===== config.mk =====
export PLATFORM = sky130hd
export DESIGN_NAME = s2p_com_align
export DESIGN_NICKNAME = d
export VERILOG_FILES = /design/src/rtl/pcie_phy_pkg.sv /design/src/rtl/s2p_com_align.sv
export SDC_FILE = /design/constraint.sdc
export NUM_CORES = 1
export LEC_CHECK = 0
export CAP_MARGIN = 20
export CORE_AREA = 2 2 55 57
export CTS_CLUSTER_DIAMETER = 80
export DETAILED_ROUTE_END_ITERATION = 8
export DIE_AREA = 0 0 57 59
export GPL_ROUTABILITY_DRIVEN = 0
export PLACE_DENSITY = 0.65
export SYNTH_ARGS = -nofsm -noshare
export SYNTH_HDL_FRONTEND = slang
export SYNTH_SLANG_ARGS = --single-unit

===== constraint.sdc =====
create_clock -name clk_32f -period 3.7 [get_ports clk_32f]
set_clock_uncertainty 0.1 [all_clocks]
set_input_delay 0.37 -clock clk_32f [delete_from_list [all_inputs] [get_ports clk_32f]]
set_output_delay 0.37 -clock clk_32f [all_outputs]
set_load 0.01 [all_outputs]

===== src/rtl/pcie_phy_pkg.sv =====
// pcie_phy_pkg: shared PHY constants and aligner state encoding
package pcie_phy_pkg;
  localparam int BYTE_W = 8;
  localparam logic [BYTE_W-1:0] COM_SYM = 8'hBC;
  typedef enum logic [1:0] {SEARCH = 2'd0, LOCKING = 2'd1, ACTIVE = 2'd2} align_state_e;
endpackage


===== src/rtl/s2p_com_align.sv =====
// s2p_com_align: serial-to-parallel COM bit-hunt and byte aligner; `S2P_LOSS_DETECT_EN adds zero-byte loss of lock
module s2p_com_align
  import pcie_phy_pkg::*;
#(
  parameter int COM_COUNT  = 4,
  parameter int LOSS_COUNT = 4
) (
  input  logic              clk_32f,
  input  logic              reset,
  input  logic              data_in,
  output logic [BYTE_W-1:0] data_out,
  output logic              valid_out,
  output logic              byte_strobe,
  output logic              active
);
  localparam logic [3:0] COM_N = 4'(COM_COUNT);
  align_state_e state_q, state_d;
  // only the 7 newest bits are ever needed to form the next byte window
  logic [BYTE_W-2:0] sr_q, sr_d;
  logic [BYTE_W-1:0] nxt, data_q, data_d;
  logic [2:0] bit_cnt_q, bit_cnt_d;
  logic [3:0] com_cnt_q, com_cnt_d;
  logic valid_q, valid_d, strobe_q, strobe_d, active_q, active_d, bnd;
`ifdef S2P_LOSS_DETECT_EN
  localparam logic [3:0] LOSS_N = 4'(LOSS_COUNT);
  logic [3:0] loss_cnt_q, loss_cnt_d;
`endif
  always_comb begin
    nxt       = {sr_q, data_in};
    bnd       = bit_cnt_q == 3'd7;
    sr_d      = nxt[BYTE_W-2:0];
    bit_cnt_d = bit_cnt_q + 3'd1;
    state_d   = state_q;
    com_cnt_d = com_cnt_q;
    data_d    = data_q;
    valid_d   = valid_q;
    strobe_d  = 1'b0;
    active_d  = active_q;
`ifdef S2P_LOSS_DETECT_EN
    loss_cnt_d = loss_cnt_q;
`endif
    case (state_q)
      SEARCH: if (nxt == COM_SYM) begin
        bit_cnt_d = 3'd0;
        com_cnt_d = 4'd1;
        state_d   = COM_N == 4'd1 ? ACTIVE : LOCKING;
        active_d  = COM_N == 4'd1;
      end
      LOCKING: if (bnd) begin
        if (nxt == COM_SYM) begin
          com_cnt_d = com_cnt_q + 4'd1;
          state_d   = com_cnt_d == COM_N ? ACTIVE : LOCKING;
          active_d  = com_cnt_d == COM_N;
        end else begin
          state_d   = SEARCH;
          com_cnt_d = 4'd0;
        end
      end
      ACTIVE: if (bnd) begin
        data_d   = nxt;
        valid_d  = nxt != COM_SYM;
        strobe_d = 1'b1;
`ifdef S2P_LOSS_DETECT_EN
        loss_cnt_d = nxt == '0 ? loss_cnt_q + 4'd1 : 4'd0;
        if (loss_cnt_d == LOSS_N) begin
          state_d    = SEARCH;
          active_d   = 1'b0;
          valid_d    = 1'b0;
          loss_cnt_d = 4'd0;
          com_cnt_d  = 4'd0;
        end
`endif
      end
      default: state_d = SEARCH;
    endcase
  end
  always_ff @(posedge clk_32f) begin
    if (reset) begin
      state_q   <= SEARCH;
      sr_q      <= '0;
      bit_cnt_q <= '0;
      com_cnt_q <= '0;
      data_q    <= '0;
      valid_q   <= 1'b0;
      strobe_q  <= 1'b0;
      active_q  <= 1'b0;
`ifdef S2P_LOSS_DETECT_EN
      loss_cnt_q <= '0;
`endif
    end else begin
      state_q   <= state_d;
      sr_q      <= sr_d;
      bit_cnt_q <= bit_cnt_d;
      com_cnt_q <= com_cnt_d;
      data_q    <= data_d;
      valid_q   <= valid_d;
      strobe_q  <= strobe_d;
      active_q  <= active_d;
`ifdef S2P_LOSS_DETECT_EN
      loss_cnt_q <= loss_cnt_d;
`endif
    end
  end
  assign data_out    = data_q;
  assign valid_out   = valid_q;
  assign byte_strobe = strobe_q;
  assign active      = active_q;
endmodule


## After elaboration in Yosys (flattened, before gate mapping)

Index checks and enable logic that the tools add are counted.

| cells by class | value |
|---|---|
| bitwise gates (word level) | 1 |
| equal/unequal tests | 9 |
| reduce and logical (&&, ||, !) cells | 7 |
| mux-type cells | 16 |
| add/sub/neg operators | 2 |

Operators with widths:

| cell | number |
|---|---|
| two-way mux 4 bit | 3 |
| == test 8 bit (second input constant) | 1 |
| two-way mux 2 bit | 4 |
| inequality test 8 bit (second input constant) | 1 |
| one-hot mux 4 bit (2 select lines) | 1 |
| two-way mux 3 bit | 2 |
| inequality test 2 bit (second input constant) | 3 |
| one-hot mux 2 bit (3 select lines) | 1 |
| AND reduction 3 bit | 2 |
| adder 4 x 1 -> 4 bit (second input constant) | 1 |
| == test 4 x 3 -> 1 bit (second input constant) | 1 |
| two-way mux 1 bit | 4 |
| AND reduction 4 bit | 1 |
| adder 3 x 1 -> 3 bit (second input constant) | 1 |
| == test 3 bit (second input constant) | 1 |
| == test 2 x 1 -> 1 bit (second input constant) | 1 |
| == test 2 bit (second input constant) | 1 |
| zero test 2 bit | 1 |
| one-hot mux 1 bit (2 select lines) | 1 |
| AND reduction 2 bit | 1 |
| nonzero test 2 bit | 1 |
| OR reduction 2 bit | 1 |
| NOT 1 bit | 1 |

| word-level totals | value |
|---|---|
| bits of input ports | 3 |
| bits in registers | 27 |
| output and inout bits | 11 |
| logic and storage cells | 43 |

## Depth between registers and ports, before layout

Gate-level depths: netlist of run 1.

| depth | value |
|---|---|
| depth after elaboration | 6 |
| gate-level depth with buffers | 7 |

## Least setup slack after synthesis of run 1

OpenSTA, ideal clock, no wires.

| timing path | value |
|---|---|
| kind | input to register |
| start point | in data_in |
| end point | reg active_q (netlist: active) |
| buffers on the path | 1 |
| setup slack | 2016 ps |
| cell stages on the path | 5 |
| required time | 3529 ps |
| data arrival time | 1513 ps |
| cell sequence | nand4bb_1 -> or2_1 -> clkbuf_2 -> or4_1 -> a21oi_1 |

| on the way | value |
|---|---|
| cells in the longest elaborated chain, start to end | 3 |

RTL lines:

| item | RTL line | source |
|---|---|---|
| start: declaration | s2p_com_align.sv:10 | `input logic data_in,` |
| == test 8 bit * | s2p_com_align.sv:43, s2p_com_align.sv:50 |  |
| inequality test 2 bit (no line) | -- |  |
| AND reduction 4 bit (no line) * | -- |  |
| end signal: assignment | s2p_com_align.sv:98 | `active_q <= active_d;` |
| end: declaration | s2p_com_align.sv:23 | `logic valid_q, valid_d, strobe_q, strobe_d, active_q, active_d, bnd;` |

Every way passes the cells marked *; elsewhere a longest branch is shown, timed or not.
A chain may end at the register's enable or synchronous reset.

==> results of run 1 <==
-- routing by layer --
| metal | vias to the layer above | wire length, um |
|---|---|---|
| li1 | 381 | - |
| met1 | 348 | 876 |
| met2 | 12 | 782 |
| met3 | 2 | 54 |
| met4 | 0 | 17 |
| met5 | - | 0 |
-- cell usage in the layout, fill, tap and decap left out, drive strengths merged, types with 2 or more instances in the layout --
cell type / n
a21oi: 4
and3: 2
clkbuf: 3
clkdlybuf4s50: 13
dfxtp: 27
ha: 3
inv: 4
mux2i: 9
nor2: 17
nor2b: 9
nor3: 2
o21ai: 2
o31ai: 3
or2: 2
or4: 2
-- per-stage QoR --
stage	total power, mW	cell area [um2]	util, %	hold slack [ns]
after global routing	0.4660	1232	45.48	0.3693
after global placement	0.3182	1202	44.37	0.3062
after CTS	0.4487	1232	45.48	0.3486
after floorplan	0.3129	1047	-	0.2992
final	0.4395	1232	45.48	0.3452
after detailed placement	0.3191	1202	44.37	0.3292
-- cells by family after synthesis --
logic type	after synthesis
multiplexers	9
buffers and inverters	9
AND/OR/NAND/NOR	42
AO/OA/AOI/OAI	13
adder cells (fa/ha/maj)	3
flip-flops	27
-- power by group --
group | switching (mW) | internal, mW
Combinational | 0.00806 | 0.00670
Sequential | 0.00253 | 0.295
Clock | 0.0857 | 0.0412
Total | 0.0963 | 0.343
-- worst paths after layout --
kind | endpoint | start
worst min register to register | bit_cnt_q[0] | bit_cnt_q[0]
worst max-delay path | com_cnt_q[2] | reset
worst min-delay path | bit_cnt_q[0] | bit_cnt_q[0]
worst max register to register | com_cnt_q[2] | state_q[1]
-- registers in the layout, summed over array words and instances (netlist names) --
signal	count
active	1
bit_cnt_q	3
byte_strobe	1
com_cnt_q	4
data_out	8
sr_q	7
state_q	2
valid_out	1
-- final cells by class --
cell class,instances,area [um2],area share [%]
timing repair buffer,14,137.6,11.17
clock inverter,1,7.507,0.6091
tap,31,38.79,3.147
sequential,27,540.5,43.86
inverter,4,15.01,1.218
multi-input combinational,67,470.5,38.17
clock buffer,3,22.52,1.827
-- critical path, cell delays in order --
cell and delay (ns):
clkdlybuf4s50_1 0.40, buf_4 0.21, or3b_2 0.45, nor3_1 0.40, and4b_1 0.26, a221o_1 0.10
==> results.sh, run 1 <==
export IMPL_start_util_pct=38.64
export IMPL_crit_arrival_ns=2.19
export IMPL_setup_tns_ns=0
export IMPL_cts_buffers=3
export IMPL_postCtsSetupRepairBufs=0
export IMPL_synth_top_family_by_area="simple AND/OR/NAND/NOR gates"
export IMPL_dp_hpwl_um=1240
export IMPL_cp_required_ns=3.87
export IMPL_die_w_um=57
export IMPL_die_h_um=59
export IMPL_synth_seq_cells=27
export IMPL_syn_num_nets=109
export IMPL_fmax_mhz=494.8
export IMPL_synth_edff_count=0
export IMPL_ff2ff_setup_slack_ns=1.87
export IMPL_insertion_delay_ns=0.32
export IMPL_drive_gt1_share_pct=6.897
export IMPL_hold_class="flip-flop to flip-flop"
export IMPL_path_class="input port to flip-flop"
export IMPL_yosys_area_share_simple_pct=24.25
export IMPL_synth_top_cell_by_area="dfxtp_1"
export IMPL_r2r_cells=4
export IMPL_cap_violations=0
export IMPL_grt_pass1_vias=692
export IMPL_core_rowCount=19
export IMPL_yosysSeqAreaShare_pct=51.61
export IMPL_p_leak_nw=0.5644
export IMPL_die_area_mm2=0.003363
export IMPL_ys_types=29
export IMPL_grt_ovfl_total=0
export IMPL_area_growth_pct=17.68
export IMPL_grt_busiest_layer="met2"
export IMPL_slew_viol_final=0
export IMPL_hold_buffers=0
export IMPL_postRouteAntennaNets=0
export IMPL_gr_usage_met2_pct=16.91
export IMPL_grt_pass1_wl_um=3015
export IMPL_min_path_cells=1
export IMPL_routedWlPerCell_um=11.77
export IMPL_grt_util_met3_pct=2.838
export IMPL_p_per_area_mw_per_mm2=356.6
export IMPL_insertedDiodeCount=0
export IMPL_use_met1_pct=15.87
export IMPL_ys_warn_count=0
export IMPL_end_kind="flip-flop"
export IMPL_place_inst=143
export IMPL_grt_start_max_net_pins=25
export IMPL_nets=123
export IMPL_drt_iter0_drc=14
export IMPL_slew_headroom_pct=66.41
export IMPL_hold_viol=0
export IMPL_async_flop_share_pct=0
export IMPL_clock_sinks=27
export IMPL_status="completed"
export IMPL_rsz0062_at_grt="false"
export IMPL_via_count=743
export IMPL_synth_common_cells="dfxtp_1 (27), nor2_1 (17), mux2i_1 (9), nor2b_1 (9)"
export IMPL_netlist_area_mm2=0.001047
export IMPL_htreeDepth=1
export IMPL_antenna_found_initial=0
export IMPL_finalWirelength_um=1730
export IMPL_synth_mux_area_fraction_pct=8.602
export IMPL_synthTopCellsByArea="dfxtp_1 (52%), mux2i_1 (8.6%), nor2_1 (6.1%)"
export IMPL_instances_no_fill=147
export IMPL_yosysMostFrequentCell="dfxtp_1"
export IMPL_start_kind="input port"
export IMPL_critical_path_max_fanout=24
export IMPL_fillCellCount=269
export IMPL_synth_avg_cell_area_um2=10.17
export IMPL_tightest_slew_ns=0.4999
export IMPL_synth_cells=103
export IMPL_pin_count=14
export IMPL_pre_cts_slack_ns=1.335
export IMPL_layout_setup_ws_ns=1.679
export IMPL_synthFlopType="dfxtp_1"
export IMPL_cts_root_buf="clkbuf_4"
export IMPL_core_mm2=0.002710
export IMPL_drc=0
export IMPL_finalCriticalPeriod_ns=2.021
export IMPL_ir_drop_uv=198.6
export IMPL_postCtsResizedCells=0
export IMPL_yosys_area_share_adder_pct=3.584
export IMPL_period_share_pct=54.62
export IMPL_placement_io_buffers=13
export IMPL_synthXorXnorAreaFrac_pct=0
export IMPL_clk_pin_slew_worst_paths_ns=0.14
export IMPL_via_per_inst=5.054
export IMPL_synth_compound_area_share_pct=8.483
export IMPL_cts_tree="yes"
export IMPL_grt_usage_pct=11.52
export IMPL_first_pass_iters=4
export IMPL_synth_top_area_share_pct=51.61
export IMPL_setup_violations=0
export IMPL_ctsLongestPathBuffers=2
(Power assumes the default switching activity.)
==> run 2, diff against run 1 <==
PLACE_DENSITY = 0.67   (was 0.65)
clock period = 1.7 ns   (was 3.7 ns; I/O delays follow)
==> run 2 against run 1 <==
Cell area up 9.4%. Non-clock buffer count up 11. Via count up 6.2%. Final cell count up 7.5%.
==> results.sh, run 2 (same netlist as run 1, synthesis figures left out) <==
export IMPL_dp_hpwl_um=1340
export IMPL_drc=0
export IMPL_drive_gt1_share_pct=21.26
export IMPL_core_mm2=0.002710
export IMPL_r2r_end="active"
export IMPL_fillCellCount=269
export IMPL_swShare_pct=22.75
export IMPL_cts_root_buf="clkbuf_4"
export IMPL_hold_class="input port to flip-flop"
export IMPL_cts_tree="yes"
export IMPL_instances_no_fill=158
export IMPL_drt_iter0_drc=10
export IMPL_rsz0062_at_grt="true"
export IMPL_htreeDepth=1
export IMPL_die_area_mm2=0.003363
export IMPL_multiInputGateArea_um2=501.7
export IMPL_first_pass_iters=4
export IMPL_routedWlPerCell_um=12.22
export IMPL_ff2ff_setup_slack_ns=0.02
export IMPL_slew_headroom_pct=69.52
export IMPL_die_h_um=59
export IMPL_min_path_cells=2
export IMPL_clk_pin_slew_worst_paths_ns=0.15
export IMPL_grt_pass1_vias=722
export IMPL_finalWirelength_um=1931
export IMPL_via_count=789
export IMPL_start_util_pct=38.64
export IMPL_area_growth_pct=28.79
export IMPL_timing_rr_start="com_cnt_q[0]"
export IMPL_final_common_cell="dfxtp_1"
export IMPL_grt_ovfl_total=0
export IMPL_final_cell_mix="dfxtp_1 (25), nor2_1 (17), clkdlybuf4s50_1 (13), buf_4 (12), mux2i_1 (9)"
export IMPL_clock_sinks=27
export IMPL_p_seq_share_pct=66.8
export IMPL_critical_path_max_fanout=3
export IMPL_whs_ns=0.3306
export IMPL_via_per_inst=4.994
export IMPL_pin_count=14
export IMPL_hold_viol=0
export IMPL_cts_buffers=3
export IMPL_setup_violations=0
export IMPL_slew_viol_final=0
export IMPL_status="completed"
export IMPL_place_inst=152
export IMPL_insertion_delay_ns=0.33
export IMPL_tightest_slew_ns=0.4533
export IMPL_path_class="flip-flop to flip-flop"
export IMPL_grt_usage_pct=12.27
export IMPL_antenna_found_initial=0
export IMPL_placement_io_buffers=13
export IMPL_grt_pass1_wl_um=3139
export IMPL_p_int_mw=0.7491
export IMPL_p_comb_share_pct=3.7
export IMPL_core_rowCount=19
export IMPL_period_share_pct=99.07
export IMPL_cp_required_ns=1.88
export IMPL_switching_power_mw=0.2206
export IMPL_power_mw=0.9697
export IMPL_nets=134
export IMPL_grt_start_max_net_pins=24
export IMPL_p_per_area_mw_per_mm2=718.9
export IMPL_ir_drop_uv=511.7
export IMPL_power_frac_clock_pct=29.5
export IMPL_crit_start="com_cnt_q[0]"
export IMPL_cap_violations=0
export IMPL_endpoint="active"
export IMPL_p_leak_nw=0.6192
export IMPL_largest_reg_flops=8
export IMPL_r2r_cells=4
export IMPL_insertedDiodeCount=0
export IMPL_die_w_um=57
export IMPL_postRouteAntennaNets=0
export IMPL_end_kind="flip-flop"
export IMPL_start_kind="flip-flop"
export IMPL_finalCriticalPeriod_ns=1.684
export IMPL_crit_arrival_ns=1.86
export IMPL_regArea_um2=543.0
export IMPL_fmax_mhz=593.8
export IMPL_ctsLongestPathBuffers=2
[run 2: repair_timing]
action / in CTS / in global routing
pin swaps: 1 / 0
buffers inserted: 1 / 1
endpoints found under the setup margin: 2 / 13
gates resized for setup: 5 / 5
hold buffers: 0 / 0
[run 2: worst min path at each step]
stage	slack [ns]	startpoint	to
after floorplan	0.14	reset	sr_q[6]
after global placement	0.30	bit_cnt_q[0]	bit_cnt_q[0]
after detailed placement	0.32	bit_cnt_q[0]	bit_cnt_q[0]
after CTS	0.32	data_in	sr_q[0]
after global routing	0.34	data_in	sr_q[0]
final	0.33	data_in	sr_q[0]
[run 2: worst max-delay path, cell delays in order, from the launching register on]
cell     delay (ns)
dfxtp_2        0.38
ha_4           0.14
or4bb_4        0.47
or4_1          0.40
a21oi_1        0.14
[run 2: metal layers]
metal / vias up / part of all wire [%] / global-route usage (%) / routed length [um]
li1: 402 / - / - / -
met1: 364 / 47 / 15.64 / 915
met2: 19 / 47 / 18.88 / 906
met3: 4 / 3.3 / 1.965 / 64
met4: 0 / 2.4 / 8.970 / 46
met5: - / 0 / 0 / 0
[run 2: power groups by stage]
stage	registers, mW	logic (mW)	clock network [mW]
2_1_floorplan	0.660	0.0208	0
3_3_place_gp	0.661	0.0330	0
3_5_place_dp	0.662	0.0352	0
4_1_cts	0.648	0.0353	0.298
5_1_grt	0.649	0.0396	0.315
6_report	0.648	0.0357	0.286
[run 2: final cells by class]
| cell class | instances | area share (%) |
|---|---|---|
| inverter | 4 | 1.113 |
| multi-input combinational | 67 | 37.20 |
| tap | 31 | 2.876 |
| clock buffer | 3 | 1.670 |
| clock inverter | 1 | 0.5566 |
| sequential | 27 | 40.26 |
| timing repair buffer | 25 | 16.33 |
[run 2: stage by stage]
| stage | instance area [um2] | utilization (%) | setup slack, ns | TNS (ns) |
|---|---|---|---|---|
| after floorplan | 1047 | - | 0.06405 | 0 |
| after global placement | 1270 | 46.86 | -0.1536 | -0.7276 |
| after detailed placement | 1270 | 46.86 | -0.1647 | -0.8210 |
| after CTS | 1326 | 48.94 | 0.001448 | 0 |
| after global routing | 1349 | 49.77 | -0.03590 | -0.07688 |
| final | 1349 | 49.77 | 0.01584 | 0 |
==> run 3, diff against run 2 <==
PLACE_DENSITY = unset   (was 0.67)
==> run 3 against run 2 <==
Wire length rose by 1.9%. Flip-flop and latch count did not move. Core utilization rose by 0.28 points. Cell area rose by 0.56%. Setup slack got worse by 0.0076 ns. Critical path type unchanged. Largest cell class unchanged. Largest power group unchanged. Highest routed layer unchanged.
==> results.sh, run 3 (same netlist as run 1, synthesis figures left out) <==
export IMPL_status="completed"
export IMPL_cp_cell_sequence="ha_4, or4bb_4, or4_4, a21oi_2"
export IMPL_htreeDepth=1
export IMPL_clk_pin_slew_worst_paths_ns=0.15
export IMPL_grt_pass1_vias=752
export IMPL_area_growth_pct=29.51
export IMPL_p_per_area_mw_per_mm2=718.0
export IMPL_core_mm2=0.002710
export IMPL_fmax_mhz=591.1
export IMPL_start_util_pct=38.64
export IMPL_pin_count=14
export IMPL_core_rowCount=19
export IMPL_grt_pass1_wl_um=3291
export IMPL_tightest_slew_ns=0.3251
export IMPL_final_common_cell="dfxtp_1"
export IMPL_largest_reg_flops=8
export IMPL_cp_required_ns=1.89
export IMPL_cts_buffers=3
export IMPL_first_pass_iters=2
export IMPL_nets=134
export IMPL_rsz0062_at_grt="true"
export IMPL_layout_setup_ws_ns=0.008194
export IMPL_crit_slowest_cell="or4bb_4"
export IMPL_ir_drop_uv=510.3
export IMPL_start_kind="flip-flop"
export IMPL_hold_viol=0
export IMPL_hold_class="flip-flop to flip-flop"
export IMPL_placement_io_buffers=13
export IMPL_via_per_inst=4.943
export IMPL_cts_tree="yes"
export IMPL_die_area_mm2=0.003363
export IMPL_clock_sinks=27
export IMPL_cts_root_buf="clkbuf_4"
export IMPL_insertion_delay_ns=0.33
export IMPL_grt_util_met3_pct=3.275
export IMPL_cap_violations=0
export IMPL_grt_busiest_layer="met2"
export IMPL_insertedDiodeCount=0
export IMPL_path_class="flip-flop to flip-flop"
export IMPL_via_count=781
export IMPL_slowest_delay_ns=0.47
export IMPL_setup_tns_ns=0
export IMPL_finalWirelength_um=1968
export IMPL_finalCriticalPeriod_ns=1.692
export IMPL_dp_hpwl_um=1366
export IMPL_hold_buffers=0
export IMPL_end_kind="flip-flop"
export IMPL_postRouteAntennaNets=0
export IMPL_postCtsSetupRepairBufs=0
export IMPL_use_met1_pct=15.78
export IMPL_final_cell_mix="dfxtp_1 (23), nor2_1 (17), clkdlybuf4s50_1 (13), buf_4 (12), mux2i_1 (9)"
export IMPL_critical_path_max_fanout=3
export IMPL_drc=0
export IMPL_slew_viol_final=0
export IMPL_gr_usage_met2_pct=20.53
export IMPL_die_h_um=59
export IMPL_p_leak_nw=0.6215
export IMPL_grt_start_max_net_pins=22
export IMPL_ctsLongestPathBuffers=2
export IMPL_antenna_found_initial=0
export IMPL_drt_iter0_drc=11
export IMPL_slew_headroom_pct=78.20
export IMPL_grt_usage_pct=12.78
export IMPL_die_w_um=57
export IMPL_crit_arrival_ns=1.88
export IMPL_pre_cts_slack_ns=-0.1973
export IMPL_period_share_pct=99.52
export IMPL_drive_gt1_share_pct=23.62
export IMPL_grt_ovfl_total=0
export IMPL_setup_violations=0
export IMPL_routedWlPerCell_um=12.46
run 3: cell counts in the layout (fill, tap and decap cells not counted):
Identical to the previous run, type by type.
run 3: path summary, 6_finish.rpt:
kind	from	to	slack, ns	depth (start not counted)
max	com_cnt_q[1]	active	0.008	4
min	bit_cnt_q[0]	bit_cnt_q[0]	0.31	1
max reg2reg	com_cnt_q[1]	active	0.008	4
min reg2reg	bit_cnt_q[0]	bit_cnt_q[0]	0.31	1
run 3: metrics by stage:
stage	cell area, um2	util [%]	hold WS (ns)	instances	power [mW]
4_1_cts	1324	48.85	0.3242	158	0.9884
6_report	1356	50.05	0.3086	158	0.9738
2_1_floorplan	1047	-	0.1416	103	0.6811
3_5_place_dp	1285	47.41	0.3147	154	0.6993
3_3_place_gp	1285	47.41	0.3031	154	0.6968
5_1_grt	1356	50.05	0.3272	158	1.026
run 3: timing repair:
item                       4_1_cts  5_1_grt
resized for setup                4       10
pin swaps                        0        1
setup endpoints to repair        3       14
hold endpoints to repair         0        0
run 3: worst max-delay path: cells and delay by family, from the launching register on:
| family | cells | cell delay (ns) |
|---|---|---|
| flip-flops | 1 | 0.39 |
| AND/OR/NAND/NOR | 2 | 0.91 |
| AO/OA/AOI/OAI | 1 | 0.13 |
| adder cells (fa/ha/maj) | 1 | 0.13 |
run 3: layout make-up:
type | instances | area [um2]
Clock buffer | 3 | 22.52
Clock inverter | 1 | 7.507
Fill cell | 291 | 1354
Inverter | 4 | 15.01
Multi-Input combinational cell | 67 | 506.7
Sequential cell | 27 | 545.5
Tap cell | 31 | 38.79
Timing Repair Buffer | 25 | 220.2
run 3: power by group:
group          total (mW)  internal (mW)  switching [mW]
Sequential          0.649          0.643         0.00583
Combinational      0.0384         0.0189          0.0196
Clock               0.287         0.0902           0.196
run 3: metal layers:
| metal | vias to the layer above | routed length [um] | part of all wire [%] |
|---|---|---|---|
| met5 | - | 0 | 0 |
| met4 | 0 | 23 | 1.2 |
| met2 | 11 | 926 | 47 |
| met1 | 361 | 950 | 48 |
| met3 | 4 | 68 | 3.5 |
| li1 | 405 | - | - |
